### src/rtl/reset_sequencer.sv
// Board reset synchroniser and stretcher with staggered per-domain release
// and a divided single-cycle clock-enable tick; soft reset re-runs the sequence.
module reset_sequencer #(
    parameter int SYNC_STAGES = 2,
    parameter int HOLD_CYCLES = 65535,
    parameter int NUM_DOMAINS = 3,
    parameter int STAGGER     = 16,
    parameter int DIV         = 1
) (
    input  logic                   CLK,
    input  logic                   RESETN,
    input  logic                   soft_rst_req,
    output logic [NUM_DOMAINS-1:0] rst_n_out,
    output logic                   ce,
    output logic                   ready,
    output logic                   busy
);
    localparam int HOLD_W = (HOLD_CYCLES > 1) ? $clog2(HOLD_CYCLES) : 1;
    localparam int STAG_W = (STAGGER > 1) ? $clog2(STAGGER) : 1;
    localparam int DIV_W  = (DIV > 1) ? $clog2(DIV) : 1;

    localparam logic [HOLD_W-1:0]      HOLD_LAST = HOLD_W'(HOLD_CYCLES - 1);
    localparam logic [STAG_W-1:0]      STAG_LAST = STAG_W'(STAGGER - 1);
    localparam logic [DIV_W-1:0]       DIV_LAST  = DIV_W'(DIV - 1);
    localparam logic [NUM_DOMAINS-1:0] DOM_ONE   = NUM_DOMAINS'(1);

    typedef enum logic [1:0] {
        ST_HOLD    = 2'd0,
        ST_STAGGER = 2'd1,
        ST_RUN     = 2'd2
    } state_t;

    logic [SYNC_STAGES-1:0] sync_reg;
    logic                   rstn_s;

    state_t                 state_reg, state_next;
    logic [HOLD_W-1:0]      hold_cnt_reg, hold_cnt_next;
    logic [STAG_W-1:0]      stag_cnt_reg, stag_cnt_next;
    logic [DIV_W-1:0]       div_cnt_reg, div_cnt_next;
    logic [NUM_DOMAINS-1:0] dom_reg, dom_next;
    logic                   ce_reg, ce_next;

    // Release-only synchroniser: assertion is asynchronous, deassertion is clocked.
    always_ff @(posedge CLK or negedge RESETN) begin
        if (!RESETN) begin
            sync_reg <= '0;
        end else begin
            sync_reg <= {sync_reg[SYNC_STAGES-2:0], 1'b1};
        end
    end

    assign rstn_s = sync_reg[SYNC_STAGES-1];

    always_ff @(posedge CLK or negedge RESETN) begin
        if (!RESETN) begin
            state_reg    <= ST_HOLD;
            hold_cnt_reg <= '0;
            stag_cnt_reg <= '0;
            div_cnt_reg  <= '0;
            dom_reg      <= '0;
            ce_reg       <= 1'b0;
        end else begin
            state_reg    <= state_next;
            hold_cnt_reg <= hold_cnt_next;
            stag_cnt_reg <= stag_cnt_next;
            div_cnt_reg  <= div_cnt_next;
            dom_reg      <= dom_next;
            ce_reg       <= ce_next;
        end
    end

    always_comb begin
        state_next    = state_reg;
        hold_cnt_next = hold_cnt_reg;
        stag_cnt_next = stag_cnt_reg;
        div_cnt_next  = div_cnt_reg;
        dom_next      = dom_reg;
        ce_next       = 1'b0;

        if (rstn_s) begin
            if (soft_rst_req) begin
                state_next    = ST_HOLD;
                hold_cnt_next = '0;
                stag_cnt_next = '0;
                div_cnt_next  = '0;
                dom_next      = '0;
            end else begin
                case (state_reg)
                    ST_HOLD: begin
                        if (hold_cnt_reg == HOLD_LAST) begin
                            hold_cnt_next = '0;
                            stag_cnt_next = '0;
                            dom_next      = DOM_ONE;
                            state_next    = (NUM_DOMAINS == 1) ? ST_RUN : ST_STAGGER;
                        end else begin
                            hold_cnt_next = hold_cnt_reg + 1'b1;
                        end
                    end
                    ST_STAGGER: begin
                        if (stag_cnt_reg == STAG_LAST) begin
                            stag_cnt_next = '0;
                            // Domain bits form a thermometer code, so shift in the next one.
                            dom_next      = (dom_reg << 1) | DOM_ONE;
                            if (dom_next[NUM_DOMAINS-1]) begin
                                state_next = ST_RUN;
                            end
                        end else begin
                            stag_cnt_next = stag_cnt_reg + 1'b1;
                        end
                    end
                    ST_RUN: begin
                        state_next = ST_RUN;
                    end
                    default: begin
                        state_next = ST_HOLD;
                    end
                endcase

                if (dom_reg[0]) begin
                    ce_next      = (div_cnt_reg == DIV_LAST);
                    div_cnt_next = (div_cnt_reg == DIV_LAST) ? '0 : div_cnt_reg + 1'b1;
                end else begin
                    div_cnt_next = '0;
                end
            end
        end
    end

    assign rst_n_out = dom_reg;
    assign ce        = ce_reg;
    assign ready     = (state_reg == ST_RUN);
    assign busy      = (state_reg != ST_RUN);

endmodule

### config.mk
export PLATFORM = sky130hd
export DESIGN_NAME = reset_sequencer
export DESIGN_NICKNAME = d
export VERILOG_FILES = /design/src/rtl/reset_sequencer.sv
export SDC_FILE = /design/constraint.sdc
export NUM_CORES = 1
export LEC_CHECK = 0
export ABC_AREA = 1
export ABC_CLOCK_PERIOD_IN_PS = 2100
export BUFFER_PORTS_ARGS = -buffer_cell sky130_fd_sc_hd__clkbuf_2
export CORE_ASPECT_RATIO = 0.5
export CORE_MARGIN = 5
export CORE_UTILIZATION = 47
export CTS_CLUSTER_SIZE = 14
export DETAILED_ROUTE_END_ITERATION = 16
export PLACE_DENSITY_LB_ADDON = 0.12
export SYNTH_ARGS = -nofsm -noshare
export SYNTH_HDL_FRONTEND = slang
export SYNTH_SLANG_ARGS = --single-unit
export TNS_END_PERCENT = 5
### constraint.sdc
create_clock -name CLK -period 2.1 [get_ports CLK]
set_input_delay 0.21 -clock CLK [delete_from_list [all_inputs] [get_ports CLK]]
set_output_delay 0.21 -clock CLK [all_outputs]
set_load 0.01 [all_outputs]
==> impl_metrics.tcl <==
set metrics [dict create \
    status "finished, final reports clean" \
    largest_reg_flops 16 \
    htreeDepth 1 \
    cts_root_buffer "clkbuf_8" \
    die_h_um 51.8 \
    ys_seq_area_share_pct 42.6 \
    sequentialPowerShare_pct 47.1 \
    p_sw_uw 528 \
    crit_path_end_kind "register" \
    nets 247 \
    p_int_uw 922 \
    max_cap_viol_count 0 \
    synth_cells 226 \
    layout-drive-gt1-share_pct 9.28 \
    cp.arrival_ps 1940 \
    core-area_um2 3400 \
    wl_um 3230 \
    diodes 0 \
    hold_slack_ps 228 \
    holdPathStages 2 \
    setup_violations 0 \
    slew_headroom_pct 52.6 \
    grt_pass1_wl_um 6000 \
    cellPowerDensity_nw_per_um2 806 \
    yosysTopAreaCellShare_pct 42.6 \
    synth_cell_types 24 \
    clk_pin_slew_ps 100 \
    final_cell_mix "65 x nand2_1, 40 x nor2_1, 28 x dfrtp_1, 26 x inv_1, 16 x nand4_1" \
    p_leak_uw 0.000870 \
    syn-num-nets 235 \
    multi_input_area_um2 821 \
    setup_tns_ps 0 \
    worst_ep_required_time_ps 2280 \
    yosysWarningCount 0 \
    critPathMaxFanout 12 \
    fin_crit_ps 1760 \
    cts_resized 0 \
    first_pass_iters 4 \
    nFillCells 329 \
    routed_via_density 4.90 \
    numClockSinks 28 \
    rsz0062_at_grt "no" \
    hold_violations 0 \
    start_util_pct 48.4 \
    cts_tree "yes" \
    fin_skew_ps 9.72 \
    port_buffers 8 \
    drtAntennaViolNets 0 \
    fmax_ghz 0.568 \
    sw_frac_of_total_pct 36.4 \
    wl_per_cell_um 11.2 \
    gp_congestion 0.831 \
    clkPwrFrac_pct 23.3 \
    grt_max_degree 29 \
    num_vias 1411 \
    antenna_found_initial 0 \
    num_rows 15 \
    placed_area_um2 1730 \
    yosysTopAreaCell "dfrtp_1" \
    track_usage_pct 15.5 \
    post_cts_buffers 0 \
    worst-setup-path-type "reg2reg" \
    netlist_top_cells_area "dfrtp_1 43%, nand2_1 15%, nor2_1 9.1%, nand4_1 6.1%, inv_1 5.9%" \
    ioPinCount 9 \
    drc 0 \
    hold_path_class "in2reg" \
    synth-seq-cells 28 \
    netlist_area_um2 1640 \
    areaGrowthSynthToFinish_pct 9.44 \
    slew_viol_final 0 \
    final_common_cell "nand2_1" \
    vdd_ir_drop_max_uv 241 \
    tightestPinTransition_ps 710 \
    final_area_um2 1800 \
    fin_crit_sh_pct 83.8 \
    power_frac_comb_pct 29.5 \
    dieArea_um2 4850 \
    grt_pass1_vias 1367 \
    p_total_uw 1450 \
    avgSynthCellArea_um2 7.27 \
    dp_hpwl_um 2430 \
    insertion_delay_ps 280 \
    seq_area_um2 701 \
    drt_iter0_markers 40 \
    cts_buffer_depth 2 \
    gr-total-overflow 0 \
    critPathLaunchType "register" \
    die_w_um 93.6 \
    cts_buffers 3 \
    reg2reg_depth 9 \
]
==> timing repair <==
| action | in CTS | in global routing |
|---|---|---|
| hold endpoints to repair | 28 | 0 |
| setup endpoints to repair | 0 | 0 |
| hold buffers | 1 | 0 |
==> power by group through the flow <==
stage          logic (uW)  clock network (uW)  registers [uW]
6_report              428                 338             683
5_1_grt               513                 376             696
4_1_cts               435                 357             685
3_5_place_dp          433                   0             694
3_3_place_gp          425                   0             689
2_1_floorplan         325                   0             687
==> through the flow <==
stage | utilization (%) | setup slack [ps] | instances
after floorplan | - | 685 | 226
after global placement | 51.0 | 377 | 283
after detailed placement | 51.0 | 309 | 283
after CTS | 53.0 | 313 | 288
after global routing | 53.0 | 100 | 288
final | 53.0 | 339 | 288
==> worst paths after layout <==
path                       slack, ps          endpoint             from
min reg2reg                      360       sync_reg[1]      sync_reg[0]
min in group asynchronous        500   stag_cnt_reg[1]           RESETN
max in group asynchronous       1130  hold_cnt_reg[11]           RESETN
max                              340   stag_cnt_reg[1]  hold_cnt_reg[0]
max reg2reg                      340   stag_cnt_reg[1]  hold_cnt_reg[0]
min                              230                ce     soft_rst_req
==> synthesized netlist by cell type <==
cell,instances
o21ai_1,2
and3_1,1
nand2_2,3
nand3b_1,1
buf_2,2
nor2_4,3
nand4_1,16
inv_1,26
xor2_1,2
dfrtp_1,28
conb_1,1
nand2_1,65
xnor2_1,1
o21ai_0,8
nand3_2,1
ha_1,6
inv_2,1
nor2_1,40
a21oi_1,1
buf_6,1
a31oi_1,1
nand3_1,9
o21ai_2,1
nor3_1,6
==> cell type report <==
cell class / instances / share of cell area (%)
clock buffers: 4 / 3.06
inverters: 27 / 5.63
well taps: 51 / 3.55
multi-input cells: 168 / 45.6
flip-flops and latches: 28 / 38.9
repair buffers: 10 / 3.20
==> critical path: stages (launching register included) <==
cell     delay [ps]
dfrtp_1         430
inv_1            70
ha_1            130
inv_1            30
nor2_1          130
nand2_1         100
o21ai_2         400
nand3_1         220
nand2_1         100
nand2_1          50
==> metal layers <==
| layer | wire length (um) | track usage [%] |
|---|---|---|
| met5 | 0 | 0 |
| met3 | 79 | 4.34 |
| met1 | 1640 | 19.7 |
| met4 | 19 | 2.88 |
| met2 | 1490 | 26.7 |
==> cell families after synthesis <==
logic type / count (synthesis) / share of synthesized area [%]
AND/OR/NAND/NOR: 145 / 39.3
buffers and inverters: 30 / 7.46
flip-flops: 28 / 42.6
adder cells (fa/ha/maj): 6 / 4.57
XOR/XNOR: 3 / 1.60
other: 1 / 0.228
AO/OA/AOI/OAI: 13 / 4.26
Power figures use the tool's default switching activity.
